===== config.mk =====
export PLATFORM = sky130hd
export DESIGN_NAME = mem_port_arbiter
export DESIGN_NICKNAME = d
export VERILOG_FILES = /design/src/rtl/mem_port_arbiter.sv
export SDC_FILE = /design/constraint.sdc
export NUM_CORES = 1
export LEC_CHECK = 0
export CAP_MARGIN = 10
export CORE_AREA = 2 2 287 289
export DETAILED_ROUTE_END_ITERATION = 10
export DIE_AREA = 0 0 289 291
export HOLD_SLACK_MARGIN = 0.02
export PLACE_DENSITY = 0.48
export SKIP_CTS_REPAIR_TIMING = 1
export SLEW_MARGIN = 10
export SYNTH_ARGS = -nofsm -noshare
export SYNTH_HDL_FRONTEND = slang
export SYNTH_SLANG_ARGS = --single-unit

===== constraint.sdc =====
create_clock -name clk -period 1.7 [get_ports clk]
set_input_delay 0.34 -clock clk [delete_from_list [all_inputs] [get_ports clk]]
set_output_delay 0.34 -clock clk [all_outputs]
set_load 0.01 [all_outputs]

===== src/rtl/mem_port_arbiter.sv =====
// ----------------------------------------------------------------------------
// mem_port_arbiter
//
// Shares one main-memory block port between the I-cache miss path and the
// D-cache miss/write-back path. One block transaction is in flight at a time.
// Simultaneous requests are resolved round-robin using the side that was
// granted last.
//
// Handshake: a cache holds its request (i_read / d_read / d_write) and address
// (and write data) until it sees its one-cycle x_ready pulse. The arbiter
// latches address/op/data at grant time, so later input changes during the
// transaction are ignored. On the memory side the arbiter raises exactly one
// strobe (mem_read or mem_write) and holds it, with mem_addr/mem_wdata, until
// the cycle in which mem_ready=1. mem_ready is ignored outside a transaction.
//
// Ports:
//   clk, rst_n                  clock, asynchronous active-low reset
//   i_read, i_addr              I-cache block read request
//   i_rdata, i_ready            I-cache returned block / completion pulse
//   d_read, d_write, d_addr,    D-cache block request (write wins if both)
//   d_wdata
//   d_rdata, d_ready            D-cache returned block / completion pulse
//   mem_read, mem_write,        memory strobes and request fields
//   mem_addr, mem_wdata
//   mem_rdata, mem_ready        memory read data / completion
//   dbg_state                   current FSM state (IDLE=0, BUSY_I=1,
//                               BUSY_D=2, DONE=3)
//
// Every output is a register or a register copy; no input reaches an output
// combinationally.
// ----------------------------------------------------------------------------
module mem_port_arbiter #(
    parameter int ADDR_W = 28,
    parameter int DATA_W = 128
) (
    input  logic              clk,
    input  logic              rst_n,
    input  logic              i_read,
    input  logic [ADDR_W-1:0] i_addr,
    output logic [DATA_W-1:0] i_rdata,
    output logic              i_ready,
    input  logic              d_read,
    input  logic              d_write,
    input  logic [ADDR_W-1:0] d_addr,
    input  logic [DATA_W-1:0] d_wdata,
    output logic [DATA_W-1:0] d_rdata,
    output logic              d_ready,
    output logic              mem_read,
    output logic              mem_write,
    output logic [ADDR_W-1:0] mem_addr,
    output logic [DATA_W-1:0] mem_wdata,
    input  logic [DATA_W-1:0] mem_rdata,
    input  logic              mem_ready,
    output logic [1:0]        dbg_state
);

    typedef enum logic [1:0] {
        IDLE   = 2'd0,
        BUSY_I = 2'd1,
        BUSY_D = 2'd2,
        DONE   = 2'd3
    } state_t;

    state_t state_q, state_d;

    // 0: I-cache was granted last, 1: D-cache was granted last.
    logic              last_grant_d;
    logic [ADDR_W-1:0] lat_addr;
    logic [DATA_W-1:0] lat_wdata;
    logic              lat_write;

    logic i_req, d_req;
    logic grant_i, grant_d;

    // Grant decision, only acted upon in IDLE. On a tie the side that was
    // not granted last wins.
    always_comb begin
        i_req   = i_read;
        d_req   = d_read | d_write;
        grant_d = d_req & (~i_req | ~last_grant_d);
        grant_i = i_req & ~grant_d;
    end

    // Next-state logic.
    always_comb begin
        state_d = state_q;
        case (state_q)
            IDLE: begin
                if (grant_i)      state_d = BUSY_I;
                else if (grant_d) state_d = BUSY_D;
            end
            BUSY_I:  if (mem_ready) state_d = DONE;
            BUSY_D:  if (mem_ready) state_d = DONE;
            DONE:    state_d = IDLE;
            default: state_d = IDLE;
        endcase
    end

    always_ff @(posedge clk or negedge rst_n) begin
        if (!rst_n) state_q <= IDLE;
        else        state_q <= state_d;
    end

    // Registered datapath and strobes. The strobes are set on the grant edge
    // and cleared on the edge that observes mem_ready, so they are high
    // exactly while the FSM is in BUSY_I/BUSY_D.
    always_ff @(posedge clk or negedge rst_n) begin
        if (!rst_n) begin
            last_grant_d <= 1'b0;
            lat_addr     <= '0;
            lat_wdata    <= '0;
            lat_write    <= 1'b0;
            mem_read     <= 1'b0;
            mem_write    <= 1'b0;
            i_rdata      <= '0;
            d_rdata      <= '0;
            i_ready      <= 1'b0;
            d_ready      <= 1'b0;
        end else begin
            i_ready <= 1'b0;
            d_ready <= 1'b0;
            case (state_q)
                IDLE: begin
                    if (grant_i) begin
                        lat_addr     <= i_addr;
                        lat_wdata    <= '0;
                        lat_write    <= 1'b0;
                        mem_read     <= 1'b1;
                        last_grant_d <= 1'b0;
                    end else if (grant_d) begin
                        // A simultaneous d_read/d_write is a write.
                        lat_addr     <= d_addr;
                        lat_wdata    <= d_wdata;
                        lat_write    <= d_write;
                        mem_read     <= ~d_write;
                        mem_write    <= d_write;
                        last_grant_d <= 1'b1;
                    end
                end
                BUSY_I: begin
                    if (mem_ready) begin
                        mem_read <= 1'b0;
                        i_rdata  <= mem_rdata;
                        i_ready  <= 1'b1;
                    end
                end
                BUSY_D: begin
                    if (mem_ready) begin
                        mem_read  <= 1'b0;
                        mem_write <= 1'b0;
                        if (!lat_write) d_rdata <= mem_rdata;
                        d_ready   <= 1'b1;
                    end
                end
                default: ;
            endcase
        end
    end

    assign mem_addr  = lat_addr;
    assign mem_wdata = lat_wdata;
    assign dbg_state = state_q;

endmodule


## Word-level counts from Yosys, hierarchy flattened

Index checks and enable logic that the tools add are counted.
Widths: inputs -> output; s select.

- Bitwise logic cells: 9
- $lt $le $gt $ge: 0
- Multiplexer cells: 21
- $mul: 0
- $add $sub $neg: 0
- Reductions and logical operators: 11
- Shift operators: 0
- Divide/modulo/power cells: 0
- Eq/ne operators: 8

Operators with widths:

| kind | count |
|---|---|
| $mux 128 | 2 |
| $mux 28 | 2 |
| $mux 1 | 11 |
| $mux 2 | 3 |
| $ne 2x2->1 const B | 3 |
| $pmux 2 s3 | 1 |
| $reduce_and 2->1 | 3 |
| $reduce_and 3->1 | 2 |
| $reduce_bool 2->1 | 3 |
| $not 1->1 | 5 |
| $eq 2x2->1 const B | 2 |
| $pmux 1 s2 | 2 |
| $reduce_and 4->1 | 1 |
| $ne 3x3->1 const B | 1 |
| $and 1x1->1 | 2 |
| $eq 2x1->1 const B | 1 |
| $logic_not 2->1 | 1 |
| $ne 2x1->1 const B | 1 |
| $or 1x1->1 | 2 |
| $reduce_or 2->1 | 1 |

- Register bits: 420
- Bits of input ports: 318
- Memories: 0
- Logic and storage cells: 60
- Output and inout port bits: 418
- ROM bits: 0
- Latch bits: 0
- Memory bits (writable): 0

## Logic depth before layout (Yosys ltp)

- Depth in word-level cells: 7
- Gate-level depth with buffers: 7
- Mapped depth without buffers: 5

## Least setup slack after synthesis

OpenSTA, ideal clock, no wires.

- Path type: register to register
- Start point: register state_q[0], in the netlist dbg_state[0]
- End point: register d_rdata[107]
- Period minus slack after synthesis: 1.795 ns
- Stages on the path, launching flop included: 8
- Slack: -0.095 ns
- Path buffers: 2
- Arrival: 1.671 ns
- Path through: dfrtp_1 > inv_1 > ha_1 > and2_1 > nand2b_1 > buf_2 > buf_4 > mux2_2

- Word-level cells in the longest chain between the ends: 2

Ends and longest elaborated chain:

| element | RTL line | text |
|---|---|---|
| start, declared | 64 | `state_t state_q, state_d;` |
| start signal, assigned | 101 | `else state_q <= state_d;` |
| $eq 2x2->1 | 122 | `case (state_q)` |
| $reduce_and 3->1 (no source line) | -- |  |
| end signal, assigned | 151 | `if (!lat_write) d_rdata <= mem_rdata;` |
| end, declared | 46 | `output logic [DATA_W-1:0] d_rdata,` |

Every way passes these cells.
A chain may end at the register's enable or synchronous reset.

## Final worst setup path

- Start point: register state_q[1], in the netlist dbg_state[1]
- End point: register d_rdata[38]

Same word-level chain as after synthesis.

==> run_results.csv <==
group,metric,value,unit
status,status,"finished, violations left",
status,violations,"negative setup slack",
finish,final_layout_size_suffix_gt1_frac,0.240,
worst_setup_path,r2r-end,"d_rdata[38]",
drt,drt-wirelength-per-cell,21.5,um
yosys,synth_flop_cell,"dfrtp_1",
floorplanning,rows,105,
timing,period_minus_slack,1800,ps
clocking,cts_buffer_depth,3,
timing,worst_pin_slew,474,ps
placed_design,dp_slack,-403,ps
global_routing,grt.total_usage,0.136,
worst_setup_path,worstSetupEndpointType,"register",
yosys,syn_avg_cell_area,15.5,um2
global_routing,grt_max_degree,63,
worst_setup_path,critical_path_class,"register to register",
worst_setup_path,r2r_cells,7,
yosys,synth_area,15900,um2
timing,timing.final.crit_share,1.06,
worst_setup_path,startpoint,"dbg_state[1]",
global_routing,antenna_found_initial,6,
global_routing,top_usage_layer,"met2",
floorplanning,io_pins,736,
clocking,cts.clk_slew.worst_paths,60,ps
yosys,synth_edf_count,0,
worst_setup_path,r2r_slack,-100,ps
timing,finalSetupViolCount,135,
worst_setup_path,worstPathMaxFanout,10,
floorplanning,die-area,84100,um2
drt,drc,0,
min_path,min_path_type,"input pin to async pin",
yosys,ys_seq_elements,420,
drt,via_per_inst,4.13,
worst_setup_path,cp.required,2150,ps
drt,postRouteAntennaNets,0,
timing,fin_skew,8.78,ps
drt,dr.pass1.iters,5,
worst_setup_path,cp_data_arrival_time,2250,ps
timing,fin_ws,-101,ps
timing,rsz0062_at_grt,"yes",
timing,maxSlewHeadroom,0.683,
finish,area_delta_synth_final,79.6,%
placed_design,globalplace.congestion,0.850,
global_routing,globalRouteOverflowTotal,0,
yosys,synth-seq-area-share,0.660,
pwr,leakage,16.4,nW
drt,drt_iter0_drc,422,
yosys,postSynth.asyncResetShare,1.00,
global_routing,use_met2,0.239,
yosys,ys_warn_count,0,
floorplanning,initial_core_util,0.196,
floorplanning,die_h,291,um
global_routing,grtUsageMet1,0.158,
finish,final_nets,2164,
clocking,cts-root-buf,"clkbuf_16",
timing,fmax,555,MHz
pwr,irDropWorstVdd,0.000726,V
clocking,clock_latency,580,ps
placed_design,dpl.hpwl,45.8,mm
global_routing,grtUsageMet3,0.0375,
drt,via_count,12200,
global_routing,first_global_vias,12700,
global_routing,grt_pass1_wl,86.7,mm
yosys,syn_inst,1027,
clocking,cts_inserted_buffers,49,
finish,layout_common_cells,"dfrtp_1 (420), dlymetal6s2s_1 (417), clkdlybuf4s50_1 (316)",
clocking,cts_sinks,420,
clocking,cts_tree,"built",
floorplanning,core,81200,um2
timing,maxSlewViolCount,0,
yosys,syn-num-nets,1349,
worst_setup_path,reg2reg_from,"dbg_state[1]",
flow_run,cap_viol_max_count,0,
timing,holdWs,275,ps
floorplanning,die_w,289,um
clocking,htreeDepth,2,
pwr,power_density,1840,nW/um2
placed_design,portBuffers,735,
placed_design,placedCellCount,2841,
finish,fin_util,0.352,
finish,final_common_cell,"dfrtp_1",
drt,routed_wl,63.4,mm
yosys,ys_types,33,
finish,final_cells,2951,
worst_setup_path,crit_path_start_kind,"register",
timing,hold_viol,0,
[worst max path at each step]
| stage | end | cells after the start |
|---|---|---|
| after global placement | d_rdata[89] | 6 |
| after detailed placement | d_rdata[86] | 6 |
| after floorplan | d_rdata[100] | 7 |
| after global routing | d_rdata[68] | 7 |
| final | d_rdata[38] | 7 |
| after CTS | dbg_state[1] | 2 |
[state kept, by name, indices dropped and copies added (netlist names)]
register      cells
mem_wdata       128
mem_write         1
dbg_state         2
last_grant_d      1
mem_addr         28
d_ready           1
d_rdata         128
mem_read          1
i_ready           1
i_rdata         128
lat_write         1
[layout make-up]
type | instances | area, um2
antenna | 3 | 7.51
timing repair buffer | 838 | 9870
multi-input combinational | 526 | 5200
clock inverter | 14 | 174
inverter | 7 | 33.8
sequential | 420 | 10500
tap | 1070 | 1340
fill | 7888 | 52600
clock buffer | 73 | 1460
[routing by layer]
| metal | share of wire | vias to the layer above |
|---|---|---|
| met5 | 0.00058 | - |
| met2 | 0.51 | 458 |
| met3 | 0.072 | 94 |
| met4 | 0.027 | 6 |
| li1 | - | 5408 |
| met1 | 0.39 | 6223 |
[cells in the mapped netlist (2+ instances only)]
| cell | count | area (um2) |
|---|---|---|
| a31oi_1 | 28 | 175 |
| a21oi_1 | 28 | 140 |
| ha_1 | 4 | 50.1 |
| a22o_1 | 128 | 1120 |
| buf_8 | 10 | 150 |
| nor2_1 | 29 | 109 |
| mux2i_1 | 2 | 20.0 |
| buf_2 | 35 | 175 |
| nand2_1 | 3 | 11.3 |
| dfrtp_1 | 420 | 10500 |
| o22ai_1 | 4 | 25.0 |
| clkbuf_1 | 9 | 33.8 |
| buf_6 | 11 | 124 |
| o21ai_0 | 29 | 145 |
| buf_4 | 6 | 45.0 |
| mux2_2 | 257 | 2890 |
| inv_1 | 7 | 26.3 |
| clkbuf_2 | 2 | 10.0 |
[where the power goes]
part / internal (mW) / total [mW] / switching [mW]
combinational: 14.3 / 24.4 / 10.1
sequential: 14.8 / 17.4 / 2.60
clock: 6.50 / 10.8 / 4.27
total: 35.6 / 52.6 / 17.0
[cell families after synthesis]
family,after synthesis,share of synthesized area
DFF,420,0.660
and+or+nand+nor,37,0.00959
muxes,259,0.183
adders and majority gates,4,0.00314
AOI/OAI and AO/OA,226,0.107
buffers and inverters,81,0.0367
[per-stage QoR]
step | area (um2) | power [mW] | setup TNS, ps
4_1_cts | 26700 | 52.8 | -83540
2_1_floorplan | 15900 | 27.3 | 0
5_1_grt | 28600 | 55.5 | -16810
6_report | 28600 | 52.6 | -5010
3_5_place_dp | 25000 | 41.6 | -98880
3_3_place_gp | 25000 | 41.4 | -93150
[critical path: stages, from the launching register on]
cell and delay, ps:
dfrtp_1 420, ha_4 180, and2_4 160, nand2b_4 110
buf_12 120, clkbuf_16 180, buf_16 160, mux2_2 340
Note: power is estimated with default switching activity, not from simulation.
